[src/rtl/vec_mem_sequencer.sv]
`default_nettype none
// ============================================================================
// Module   : vec_mem_sequencer
// Brief    : Splits one vector memory op (VLDW/VLDH/VSTW/VSTB) into one
//            scalar data-memory beat per lane. Stalls the pipeline while
//            beats are in flight and assembles the load lanes.
//            Optional: define VSEQ_TIMEOUT_EN to abort an op when a beat
//            waits TIMEOUT_CYC cycles (err pulse, no VRF write).
// Revision : 1.0 - initial release
// ============================================================================
module vec_mem_sequencer #(
  parameter int LANES       = 4,
  parameter int LANE_W      = 16,
  parameter int ADDR_W      = 32,
  parameter int TIMEOUT_CYC = 255
) (
  input  logic                      clk,
  input  logic                      rst,
  input  logic                      start_i,
  input  logic                      is_store_i,
  input  logic                      narrow_i,
  input  logic [ADDR_W-1:0]         base_addr_i,
  input  logic [LANES*LANE_W-1:0]   store_vec_i,
  output logic                      stall_o,
  output logic                      busy_o,
  output logic                      mem_req_o,
  output logic                      mem_we_o,
  output logic [1:0]                mem_size_o,
  output logic [ADDR_W-1:0]         mem_addr_o,
  output logic [31:0]               mem_wdata_o,
  input  logic [31:0]               mem_rdata_i,
  input  logic                      mem_ready_i,
  output logic [LANES*LANE_W-1:0]   load_vec_o,
  output logic                      vrf_we_o,
  output logic                      done_o,
  output logic                      err_o
);

  localparam int LW = $clog2(LANES);

  localparam logic [1:0] S_IDLE   = 2'd0;
  localparam logic [1:0] S_ACCESS = 2'd1;
  localparam logic [1:0] S_DONE   = 2'd2;

  logic [1:0]              state_q, state_d;
  logic [LW-1:0]           lane_q;
  logic                    is_store_q;
  logic                    narrow_q;
  logic [ADDR_W-1:0]       base_q;
  logic [LANES*LANE_W-1:0] store_q;
  logic [LANES*LANE_W-1:0] load_vec_q;

  logic              w_accept;
  logic              w_beat_done;
  logic              w_last;
  logic              w_timeout;
  logic              w_to_flag;
  logic [ADDR_W-1:0] w_lane_ext;
  logic [ADDR_W-1:0] w_addr;
  logic [LANE_W-1:0] w_store_lane;
  logic [31:0]       w_wdata;
  logic [LANE_W-1:0] w_load_lane;
  logic              w_unused_ok;

  assign w_accept     = start_i && (state_q == S_IDLE);
  assign w_beat_done  = (state_q == S_ACCESS) && mem_ready_i;
  assign w_last       = (lane_q == LW'(LANES - 1));
  assign w_lane_ext   = ADDR_W'(lane_q);
  // Stride is 1 for narrow elements and 4 for words; the sum wraps mod 2^ADDR_W.
  assign w_addr       = base_q + (narrow_q ? w_lane_ext : (w_lane_ext << 2));
  assign w_store_lane = store_q[lane_q*LANE_W +: LANE_W];
  assign load_vec_o   = load_vec_q;
  // Upper read-data bits are unused for narrow lanes; fold them here.
  assign w_unused_ok  = &{1'b0, mem_rdata_i, (TIMEOUT_CYC == 0)};

`ifdef VSEQ_TIMEOUT_EN
  localparam int WW = $clog2(TIMEOUT_CYC + 1);
  logic [WW-1:0] wait_q;
  logic          timeout_q;

  assign w_timeout = (state_q == S_ACCESS) && !mem_ready_i
                     && (wait_q == WW'(TIMEOUT_CYC - 1));
  assign w_to_flag = timeout_q;

  // Per-beat wait counter; restarts whenever a new beat begins.
  always_ff @(posedge clk or posedge rst) begin
    if (rst) begin
      wait_q    <= '0;
      timeout_q <= 1'b0;
    end else if (w_accept) begin
      wait_q    <= '0;
      timeout_q <= 1'b0;
    end else if (state_q == S_ACCESS) begin
      if (mem_ready_i) begin
        wait_q <= '0;
      end else if (w_timeout) begin
        wait_q    <= '0;
        timeout_q <= 1'b1;
      end else begin
        wait_q <= wait_q + 1'b1;
      end
    end
  end
`else
  assign w_timeout = 1'b0;
  assign w_to_flag = 1'b0;
`endif

  // Store data: narrow ops send only the low byte of the lane.
  always_comb begin
    w_wdata = '0;
    if (narrow_q) w_wdata[7:0] = w_store_lane[7:0];
    else          w_wdata[LANE_W-1:0] = w_store_lane;
  end

  // Load lane extraction: narrow ops zero-extend the low byte.
  always_comb begin
    w_load_lane = '0;
    if (narrow_q) w_load_lane[7:0] = mem_rdata_i[7:0];
    else          w_load_lane = mem_rdata_i[LANE_W-1:0];
  end

  // State register.
  always_ff @(posedge clk or posedge rst) begin
    if (rst) state_q <= S_IDLE;
    else     state_q <= state_d;
  end

  // Next-state logic.
  always_comb begin
    state_d = state_q;
    case (state_q)
      S_IDLE:   if (start_i) state_d = S_ACCESS;
      S_ACCESS: if ((w_beat_done && w_last) || w_timeout) state_d = S_DONE;
      S_DONE:   state_d = S_IDLE;
      default:  state_d = S_IDLE;
    endcase
  end

  // Operand capture, lane counter and load assembly.
  always_ff @(posedge clk or posedge rst) begin
    if (rst) begin
      lane_q     <= '0;
      is_store_q <= 1'b0;
      narrow_q   <= 1'b0;
      base_q     <= '0;
      store_q    <= '0;
      load_vec_q <= '0;
    end else if (w_accept) begin
      lane_q     <= '0;
      is_store_q <= is_store_i;
      narrow_q   <= narrow_i;
      base_q     <= base_addr_i;
      store_q    <= store_vec_i;
      load_vec_q <= '0;
    end else if (w_beat_done) begin
      if (!is_store_q) load_vec_q[lane_q*LANE_W +: LANE_W] <= w_load_lane;
      lane_q <= lane_q + 1'b1;
    end
  end

  // Output decode from the current state.
  always_comb begin
    stall_o     = w_accept;
    busy_o      = 1'b0;
    mem_req_o   = 1'b0;
    mem_we_o    = 1'b0;
    mem_size_o  = 2'b00;
    mem_addr_o  = '0;
    mem_wdata_o = '0;
    vrf_we_o    = 1'b0;
    done_o      = 1'b0;
    err_o       = 1'b0;
    case (state_q)
      S_ACCESS: begin
        stall_o     = 1'b1;
        busy_o      = 1'b1;
        mem_req_o   = 1'b1;
        mem_we_o    = is_store_q;
        mem_size_o  = narrow_q ? 2'b00 : 2'b10;
        mem_addr_o  = w_addr;
        mem_wdata_o = w_wdata;
      end
      S_DONE: begin
        busy_o   = 1'b1;
        done_o   = 1'b1;
        vrf_we_o = !is_store_q && !w_to_flag;
        err_o    = w_to_flag;
      end
      default: ;
    endcase
  end

endmodule
`default_nettype wire

[config.mk]
export PLATFORM = sky130hd
export DESIGN_NAME = vec_mem_sequencer
export DESIGN_NICKNAME = d
export VERILOG_FILES = /design/src/rtl/vec_mem_sequencer.sv
export SDC_FILE = /design/constraint.sdc
export NUM_CORES = 1
export LEC_CHECK = 0
export BUFFER_PORTS_ARGS = -buffer_cell sky130_fd_sc_hd__buf_2
export CAP_MARGIN = 20
export CORE_MARGIN = 1
export CORE_UTILIZATION = 51
export DETAILED_ROUTE_END_ITERATION = 6
export PLACE_DENSITY = 0.9
export SETUP_SLACK_MARGIN = 0.5
export SLEW_MARGIN = 20
export SYNTH_ARGS = -nofsm -noshare
export SYNTH_HDL_FRONTEND = slang
export SYNTH_SLANG_ARGS = --single-unit
[constraint.sdc]
create_clock -name clk -period 6.35 [get_ports clk]
set_clock_uncertainty 0.1 [all_clocks]
set_input_delay 0.3175 -clock clk [delete_from_list [all_inputs] [get_ports clk]]
set_output_delay 0.3175 -clock clk [all_outputs]
set_load 0.005 [all_outputs]
==> results of run 1 <==
==> registers in the layout, indices dropped and copies added, names as in the netlist <==
register / flops
base_q: 32
store_q: 64
narrow_q: 1
lane_q: 2
state_q: 2
is_store_q: 1
load_vec_o: 64
==> layout by cell type, fill, tap and decap left out, types with 4 or more instances in the layout <==
| master | n |
|---|---|
| dlygate4sd3_1 | 69 |
| nor2b_1 | 12 |
| or4_1 | 19 |
| inv_1 | 12 |
| mux4_2 | 16 |
| ha_1 | 13 |
| nand3_1 | 10 |
| a21oi_1 | 25 |
| or3_1 | 6 |
| clkbuf_16 | 17 |
| o31ai_1 | 31 |
| o21ai_0 | 42 |
| nand2_1 | 367 |
| nor2_1 | 10 |
| nand2b_1 | 14 |
| and2_1 | 11 |
| buf_2 | 236 |
| and3_1 | 4 |
| conb_1 | 18 |
| buf_4 | 5 |
| clkbuf_1 | 4 |
| xor2_1 | 4 |
| dfrtp_1 | 166 |
| nand4_1 | 6 |
| a22o_1 | 16 |
| mux2i_1 | 4 |
==> critical path, stage by stage (launching register included) <==
cell	delay, ps
dfrtp_1	1080
inv_1	240
nor2_1	190
ha_1	380
a21o_1	120
a22oi_1	60
buf_4	220
nor4b_1	690
mux2i_1	250
buf_2	130
==> worst max path at each step <==
stage,to,cells after the start
final,mem_addr_o[31],9
after global routing,mem_addr_o[31],9
after CTS,mem_addr_o[24],7
after detailed placement,mem_addr_o[24],7
after global placement,mem_addr_o[24],7
after floorplan,base_q[0],1
==> cells by family (layout without fill, tap and decap cells) <==
group	Yosys count	in the layout	share of synthesized area, %
AOI/OAI and AO/OA	130	130	10.26
xor gates and xnor gates	5	5	0.5402
adders and majority gates	14	14	2.253
buffers and inverters	86	358	4.924
DFF	166	166	51.24
muxes	20	20	4.939
other	1	21	0.04626
and+or+nand+nor	478	478	25.79
==> layer usage <==
| metal | up-vias | global-route usage (%) | wire length, um |
|---|---|---|---|
| met1 | 3750 | 37.01 | 9388 |
| met3 | 93 | 6.177 | 1696 |
| met4 | 0 | 16.54 | 1061 |
| met2 | 442 | 49.26 | 11800 |
| met5 | - | 0 | 0 |
| li1 | 3547 | - | - |
==> area by class of cell <==
class,count,area (sq um)
fill,1124,4703
clock inverter,10,121.4
clock buffer,22,454.2
antenna,3,7.507
timing repair buffer,312,1948
multi-input combinational,665,3661
tap,211,264.0
sequential,166,4154
inverter,14,57.56
==> power breakdown <==
group	switching, mW	leakage [nW]	internal [mW]
clock network	0.426	0.279	0.594
registers	0.352	2.15	1.43
logic	0.986	3.05	0.714
total	1.76	5.48	2.74
==> impl_metrics.csv, run 1 <==
group,metric,value,unit
layout,fin_cells,1403,
place,dp_slack,2663,ps
layout,nNetsFinal,1324,
logic_synthesis,synthCells,900,
logic_synthesis,synth_top_area_share,51.24,%
floorplanning,start_util,52.74,%
hold_path,worstHoldEndpoint,"base_q[23]",
timing,hold_viol,0,
floorplanning,io-pin-count,271,
pwr,power.density,421.8,mW/mm^2
clock_network,cts_tree,"yes",
layout,fin_area,0.01067,sq mm
logic_synthesis,synth_most_common_cell,"nand2_1",
pwr,ir_drop,0.0002908,V
worst_setup_path,start_kind,"flip-flop",
outcome,status,"finished clean",
place,gp_congestion,0.9017,
worst_setup_path,cp.required,5930,ps
clock_network,path_clk_slew,60,ps
timing,period_share,66.00,%
worst_setup_path,worst-setup-path-type,"flip-flop to primary output",
logic_synthesis,ys_types,45,
logic_synthesis,yosys_warnings,0,
drt,routedWlPerCell,17.06,um
worst_setup_path,arrival,3770,ps
clock_network,clock_latency,410,ps
logic_synthesis,synthTopCellsByCount,"nand2_1, dfrtp_1, o21ai_0",
drt,dr.first_iter.drc_count,692,
drt,ant_nets,0,
clock_network,cts-root-buf,"clkbuf_16",
floorplanning,row_count,45,
timing,tns,0,ps
global_route,grt_pass1_wl,37.99,mm
timing,rsz0062_at_grt,"false",
logic_synthesis,synth_edf_count,0,
drt,finalWirelength,23.94,mm
worst_setup_path,critical_path.startpoint,"lane_q[1]",
timing,hold_ws,5.078,ps
logic_synthesis,synth.area.top_cells,"dfrtp_1, nand2_1, mux4_2",
clock_network,h-tree-depth,4,
timing,worstMarginPinSlew,1109,ps
layout,drive_above_1_share,25.23,%
place,dp.cells,1298,
place,io_buffers,236,
timing,clock.fmax,238.6,MHz
floorplanning,die_x,128.1,um
worst_setup_path,worst_r2r_startpoint,"lane_q[1]",
place,dp_hpwl,14.65,mm
place,placed_cell_area,0.009349,sq mm
global_route,grt_use_total,29.93,%
global_route,grt_pass1_vias,7652,
clock_network,clkSinkCount,166,
layout,utilization,69.40,%
logic_synthesis,synth_area,0.008107,sq mm
logic_synthesis,synthArstFlopShare,100.0,%
logic_synthesis,synth_flop_cell,"dfrtp_1",
clock_network,clockBufferDepth,2,
timing,slew_viol_final,0,
clock_network,cts_setup_buffers,0,
clock_network,cts_hold_buf,68,
worst_setup_path,critPathCaptureType,"primary output",
worst_setup_path,r2r-end,"load_vec_o[61]",
global_route,grt_overflow_total,0,
logic_synthesis,synth_top_cell_by_area,"dfrtp_1",
floorplanning,die-area,0.01640,sq mm
timing,setup_ws,2159,ps
pwr,p_total,4.500,mW
pwr,power.static_leakage,5.476,nW
worst_setup_path,r2r_cells,6,
global_route,antenna_found_initial,1,
drt,first_pass_iters,6,
clock_network,cts_made_buffers,17,
logic_synthesis,ys_seq_area_share,51.24,%
global_route,grt_max_degree,110,
job,timing.max_cap.violations,0,
timing,setup_viol,0,
layout,area_growth_syn_to_layout,31.59,%
hold_path,hp-start,"base_addr_i[23]",
hold_path,hold_path_depth,3,
floorplanning,core_area,0.01537,sq mm
worst_setup_path,r2r_slack,3190,ps
logic_synthesis,ys_seq_elements,166,
drt,dr_total_vias,7832,
logic_synthesis,synth.avg_cell_area,9.007,sq um
drt,drc,0,
timing,period_minus_slack,4191,ps
worst_setup_path,cp_max_fo,23,
floorplanning,fp.dieH,128.1,um
drt,vias_per_cell,5.582,
clock_network,postCtsResizedCells,0,
hold_path,hp-class,"input pin to flip-flop",
timing,slew_headroom,26.05,%
Power figures use the tool's default switching activity.
==> run 2, diff against run 1 <==
--- a/config.mk
+++ b/config.mk
@@ -5,10 +5,11 @@
 export SDC_FILE = /design/constraint.sdc
 export NUM_CORES = 1
 export LEC_CHECK = 0
+export ABC_AREA = 1
 export BUFFER_PORTS_ARGS = -buffer_cell sky130_fd_sc_hd__buf_2
 export CAP_MARGIN = 20
 export CORE_MARGIN = 1
-export CORE_UTILIZATION = 51
+export CORE_UTILIZATION = 52
 export DETAILED_ROUTE_END_ITERATION = 6
 export PLACE_DENSITY = 0.9
 export SETUP_SLACK_MARGIN = 0.5
==> constraint.sdc (replaced) <==
create_clock -name clk -period 3.9 [get_ports clk]
set_clock_uncertainty 0.1 [all_clocks]
set_input_delay 0.195 -clock clk [delete_from_list [all_inputs] [get_ports clk]]
set_output_delay 0.195 -clock clk [all_outputs]
set_load 0.005 [all_outputs]
==> impl_metrics.csv, run 2 <==
group,metric,value,unit
worst_setup_path,max_stage_delay,390,ps
layout,final_common_cell,"nand2_1",
clock_network,cts-root-buf,"clkbuf_16",
logic_synthesis,ys_types,37,
global_route,antenna_found_initial,3,
worst_setup_path,path_depth,14,
global_route,grt_overflow_total,0,
global_route,grt_max_degree,113,
place,dp_hpwl,17.16,mm
worst_setup_path,worst-setup-path-type,"flip-flop to primary output",
clock_network,clock_latency,430,ps
logic_synthesis,synth_top_area_share,47.44,%
drt,dr.first_iter.drc_count,965,
global_route,grt_use_total,32.91,%
logic_synthesis,synth_area,0.008756,sq mm
worst_setup_path,arrival,2890,ps
floorplanning,start_util,52.99,%
drt,dr_total_vias,9351,
logic_synthesis,synth_flop_cell,"dfrtp_1",
timing,worstMarginPinSlew,1025,ps
place,gp_congestion,0.9322,
timing,rsz0062_at_grt,"false",
hold_path,hold_path_depth,5,
floorplanning,io-pin-count,271,
pwr,p_total,8.239,mW
floorplanning,die_x,131.8,um
pwr,power.static_leakage,6.152,nW
timing,clock.fmax,314.3,MHz
floorplanning,fp.dieH,131.8,um
worst_setup_path,path_buf_inv,4,
timing,setup_viol,0,
logic_synthesis,synth.area.top_cells,"dfrtp_1, nand2_1, o21ai_0",
layout,layout_common_cells,"nand2_1, buf_2, dfrtp_1, nor2_1, o21ai_0",
timing,tns,0,ps
timing,setup_ws,718.6,ps
drt,drc,0,
place,io_buffers,236,
place,dp_slack,1106,ps
clock_network,cts_made_buffers,17,
layout,nNetsFinal,1645,
clock_network,h-tree-depth,4,
worst_setup_path,start_kind,"flip-flop",
worst_setup_path,r2r_cells,8,
pwr,power.density,706.6,mW/mm^2
timing,period_share,81.57,%
layout,area_growth_syn_to_layout,33.17,%
worst_setup_path,slowest_stage,"ha_1",
logic_synthesis,yosys_warnings,0,
worst_setup_path,path_cells,"buf_4, clkinv_1, buf_4, nor2_1, ha_1, nand2_1, nor2_1, nand3_1, nand2_2, nand3_1, nand2_1, nand2_1, nor2_1, buf_2",
drt,first_pass_iters,5,
global_route,grt_pass1_wl,44.75,mm
place,dp.cells,1591,
logic_synthesis,ys_seq_elements,166,
hold_path,hp-class,"input pin to flip-flop",
logic_synthesis,synthTopCellsByCount,"nand2_1, dfrtp_1, nor2_1, o21ai_0, inv_1",
clock_network,clockBufferDepth,2,
timing,slew_headroom,31.64,%
drt,routedWlPerCell,16.39,um
worst_setup_path,cp.required,3610,ps
outcome,status,"finished clean",
layout,utilization,70.56,%
timing,slew_viol_final,0,
pwr,p_int,4.765,mW
timing,period_minus_slack,3181,ps
pwr,seqPwrFrac,35.8,%
logic_synthesis,synthArstFlopShare,100.0,%
worst_setup_path,critPathCaptureType,"primary output",
worst_setup_path,cp_max_fo,21,
pwr,comb_power_share,42.7,%
logic_synthesis,synth.avg_cell_area,7.439,sq um
worst_setup_path,crit_family,"simple AND/OR/NAND/NOR gates",
global_route,grt_pass1_vias,9043,
floorplanning,row_count,47,
layout,fin_cells,1731,
pwr,pwr-share-clk,21.5,%
layout,drive_above_1_share,20.21,%
logic_synthesis,synth_top_cell_by_area,"dfrtp_1",
logic_synthesis,ys_seq_area_share,47.44,%
drt,vias_per_cell,5.402,
drt,ant_nets,0,
logic_synthesis,synth_most_common_cell,"nand2_1",
clock_network,cts_tree,"yes",
logic_synthesis,synthCells,1177,
drt,finalWirelength,28.37,mm
logic_synthesis,synth_edf_count,0,
timing,hold_viol,0,
pwr,p_sw_share,42.17,%
clock_network,path_clk_slew,70,ps
floorplanning,core_area,0.01652,sq mm
pwr,ir_drop,0.0003713,V
job,timing.max_cap.violations,0,
pwr,power.switching,3.475,mW
clock_network,clkSinkCount,166,
floorplanning,die-area,0.01736,sq mm
run 2: cell types whose count changed in the layout (fill, tap and decap cells not counted), moves of 12 or more:
cell,delta
nor2_1,+118
inv_1,+101
or4_1,-19
nor2b_1,-12
mux4_2,-16
o21ai_0,+86
o31ai_1,-31
nand2b_1,-14
a22o_1,-16
dlygate4sd3_1,+38
a21oi_1,+19
nand3_1,+77
run 2: power groups by stage:
stage / Clock (mW) / Combinational (mW) / Sequential [mW]
4_1_cts: 1.77 / 3.41 / 2.92
3_5_place_dp: 0 / 3.31 / 2.94
5_1_grt: 1.85 / 3.90 / 3.03
3_3_place_gp: 0 / 3.20 / 2.91
2_1_floorplan: 0 / 2.21 / 2.87
6_report: 1.77 / 3.52 / 2.95
run 2: worst paths after layout:
check | from | end | slack [ps]
setup / recovery | lane_q[1] | mem_addr_o[31] | 720
hold reg to reg | store_q[15] | store_q[15] | 380
setup reg to reg | state_q[0] | load_vec_o[3] | 1050
min in group asynchronous | rst | load_vec_o[14] | 360
hold / removal | mem_rdata_i[10] | load_vec_o[42] | 70
max in group asynchronous | rst | lane_q[0] | 2470
run 2: layout make-up:
class | instances | area, sq um
fill | 1187 | 4865
sequential | 166 | 4155
multi-input combinational | 837 | 3794
timing repair buffer | 355 | 2355
clock buffer | 21 | 470.5
inverter | 120 | 461.7
tap | 220 | 275.3
clock inverter | 10 | 143.9
antenna | 2 | 5.005
run 2: cell families after synthesis:
| kind of cell | count (synthesis) | synth area share [%] |
|---|---|---|
| AOI/OAI and AO/OA | 185 | 11.16 |
| xor gates and xnor gates | 4 | 0.4002 |
| adders and majority gates | 14 | 2.086 |
| buffers and inverters | 191 | 9.988 |
| DFF | 166 | 47.44 |
| muxes | 1 | 0.1286 |
| other | 1 | 0.04283 |
| and+or+nand+nor | 615 | 28.75 |
run 2: what timing repair did:
| action | 4_1_cts | 5_1_grt |
|---|---|---|
| endpoints found under the setup margin | 0 | 1 |
| buffers inserted | 0 | 0 |
| gates resized for setup | 0 | 1 |
| hold endpoints to repair | 143 | 0 |
| hold buffers | 107 | 0 |
run 2: per-stage QoR:
| stage | hold slack, ps | area [sq um] |
|---|---|---|
| 2_1_floorplan | 204.6 | 8823 |
| 4_1_cts | 56.62 | 11650 |
| 3_3_place_gp | 254.6 | 9967 |
| 5_1_grt | 86.66 | 11660 |
| 3_5_place_dp | 254.8 | 9967 |
| 6_report | 74.13 | 11660 |
run 2: per-layer routing:
layer | track usage [%] | vias up | share of wire [%]
li1 | - | 4314 | -
met1 | 41.24 | 4347 | 40
met2 | 52.94 | 557 | 48
met3 | 6.805 | 131 | 7.4
met4 | 19.38 | 2 | 5.3
met5 | 0 | - | 0.046
run 2: worst min-delay path, delay by kind of cell:
kind,cells,cell delay [ps]
and+or+nand+nor,3,210
buffers and inverters,2,170
==> run 3, diff against run 2 <==
--- a/config.mk
+++ b/config.mk
@@ -9,9 +9,9 @@
 export BUFFER_PORTS_ARGS = -buffer_cell sky130_fd_sc_hd__buf_2
 export CAP_MARGIN = 20
 export CORE_MARGIN = 1
-export CORE_UTILIZATION = 52
+export CORE_UTILIZATION = 47
 export DETAILED_ROUTE_END_ITERATION = 6
-export PLACE_DENSITY = 0.9
+export PLACE_DENSITY = 0.86
 export SETUP_SLACK_MARGIN = 0.5
 export SLEW_MARGIN = 20
 export SYNTH_ARGS = -nofsm -noshare
==> constraint.sdc (replaced) <==
create_clock -name clk -period 2.9 [get_ports clk]
set_clock_uncertainty 0.1 [all_clocks]
set_input_delay 0.145 -clock clk [delete_from_list [all_inputs] [get_ports clk]]
set_output_delay 0.145 -clock clk [all_outputs]
set_load 0.005 [all_outputs]
==> impl_metrics.csv, run 3 (synthesis results as in run 2) <==
group,metric,value,unit
layout,drive_above_1_share,25.21,%
floorplanning,row_count,49,
pwr,power.density,956.4,mW/mm^2
drt,vias_per_cell,5.348,
global_route,grt_max_degree,131,
clock_network,clockBufferDepth,2,
timing,hold_viol,0,
drt,drc,26,
global_route,grt_pass1_vias,9125,
worst_setup_path,r2r_cells,7,
layout,area_growth_syn_to_layout,41.94,%
worst_setup_path,start_kind,"flip-flop",
timing,rsz0062_at_grt,"true",
drt,finalWirelength,30.21,mm
timing,slew_headroom,57.44,%
clock_network,clock_latency,430,ps
pwr,ir_drop,0.0006388,V
layout,layout_common_cells,"nand2_1, buf_2, dfrtp_1, o21ai_0, nor2_1",
floorplanning,die-area,0.01918,sq mm
timing,period_minus_slack,2676,ps
drt,routedWlPerCell,16.98,um
outcome,status,"finished, violations left",
timing,setup_viol,0,
floorplanning,die_x,138.5,um
global_route,antenna_found_initial,3,
worst_setup_path,critical_path.endpoint,"mem_addr_o[30]",
layout,utilization,68.72,%
layout,multiInputGateArea,0.004123,sq mm
timing,period_share,92.26,%
floorplanning,core_area,0.01809,sq mm
worst_setup_path,cp_max_fo,5,
timing,worstMarginPinSlew,637.7,ps
clock_network,cts-root-buf,"clkbuf_16",
place,dp.cells,1601,
worst_setup_path,r2r_slack,490,ps
worst_setup_path,cp.required,2650,ps
layout,final_common_cell,"nand2_1",
drt,first_pass_iters,7,
job,timing.max_cap.violations,0,
drt,dr_total_vias,9514,
pwr,power.static_leakage,6.420,nW
global_route,grt_pass1_wl,45.91,mm
global_route,grt_overflow_total,0,
drt,ant_nets,0,
place,dp_slack,419.7,ps
clock_network,cts_tree,"yes",
clock_network,cts_made_buffers,17,
floorplanning,io-pin-count,271,
layout,fin_cells,1779,
outcome,violations,"DRC",
worst_setup_path,arrival,2430,ps
global_route,grt_use_total,30.39,%
floorplanning,start_util,48.41,%
hold_path,hp-class,"input pin to flip-flop",
worst_setup_path,worst_r2r_startpoint,"state_q[0]",
place,dp_hpwl,17.44,mm
worst_setup_path,critical_path.startpoint,"lane_q[0]",
place,gp_congestion,0.9432,
clock_network,path_clk_slew,70,ps
clock_network,h-tree-depth,4,
clock_network,clkSinkCount,166,
worst_setup_path,critPathCaptureType,"primary output",
timing,slew_viol_final,0,
timing,clock.fmax,373.8,MHz
worst_setup_path,r2r-end,"load_vec_o[32]",
layout,regArea,0.004156,sq mm
timing,tns,0,ps
worst_setup_path,worst-setup-path-type,"flip-flop to primary output",
layout,nNetsFinal,1682,
drt,dr.first_iter.drc_count,1068,
floorplanning,fp.dieH,138.5,um
place,io_buffers,236,
layout,fillers,1349,
timing,setup_ws,224.4,ps
## run 3: cell types whose count changed in the layout (fill, tap and decap cells not counted), sizes merged, moves of 2 or more
cell,previous run,this run
a21oi,47,50
inv,117,124
bufinv,3,0
buf,248,278
clkinv,6,10
clkbuf,21,18
clkinvlp,4,2
## run 3: layout make-up
| cell class | count | area share (%) |
|---|---|---|
| clock buffer | 17 | 3.423 |
| tap | 229 | 2.305 |
| timing repair inverter | 1 | 0.1309 |
| timing repair buffer | 387 | 22.35 |
| inverter | 120 | 3.886 |
| multi-input combinational | 841 | 33.17 |
| clock inverter | 15 | 1.228 |
| antenna | 3 | 0.06040 |
| sequential | 166 | 33.44 |
## run 3: repair_timing
action	CTS	global route
gates resized for setup	40	60
hold endpoints to repair	282	0
endpoints found under the setup margin	38	94
gates cloned	1	6
setup buffers	16	12
pin swaps	20	26
hold buffers	108	0
## run 3: critical path: stages (launching register included)
cell     delay [ps]
dfrtp_2         360
nand2_1          60
inv_1            50
ha_2            180
inv_2            40
fa_2            380
inv_2           100
nand2_4          60
nand2_4          80
nand3_4          80
nor2_4          150
nand2_1          80
nand2_1          70
nand2_1          60
nor2_2          130
buf_2           140
## run 3: how the worst min path moves through the flow
stage	end	from	slack, ps	cells past startpoint
floorplan	base_q[0]	base_addr_i[0]	150	2
global placement	load_vec_o[11]	rst	210	3
detailed placement	load_vec_o[15]	rst	200	3
CTS	load_vec_o[43]	mem_rdata_i[11]	4	5
global route	load_vec_o[46]	mem_rdata_i[14]	30	5
finish	load_vec_o[43]	mem_rdata_i[11]	30	5
## run 3: power breakdown
group          internal [mW]  leakage [nW]  switching, mW  total [mW]
clock network           1.15         0.283           1.11        2.26
registers               3.31          2.14          0.674        3.99
logic                   2.15          4.00           3.48        5.64
## run 3: per-layer routing
layer | up-vias | wire (um) | track usage (%) | part of all wire (%)
met5 | - | 0 | 0 | 0
met4 | 0 | 1615 | 20.11 | 5.3
met3 | 140 | 2272 | 6.581 | 7.5
met2 | 573 | 14510 | 48.92 | 48
met1 | 4406 | 11810 | 36.96 | 39
li1 | 4395 | - | - | -
## run 3: per-stage QoR
stage	hold slack (ps)	instance area (sq um)	total power [mW]
floorplan	154.6	8827	6.832
global placement	207.0	10010	8.273
detailed placement	204.0	10010	8.437
CTS	3.778	11950	11.07
global route	33.61	12430	12.63
finish	27.17	12430	11.89
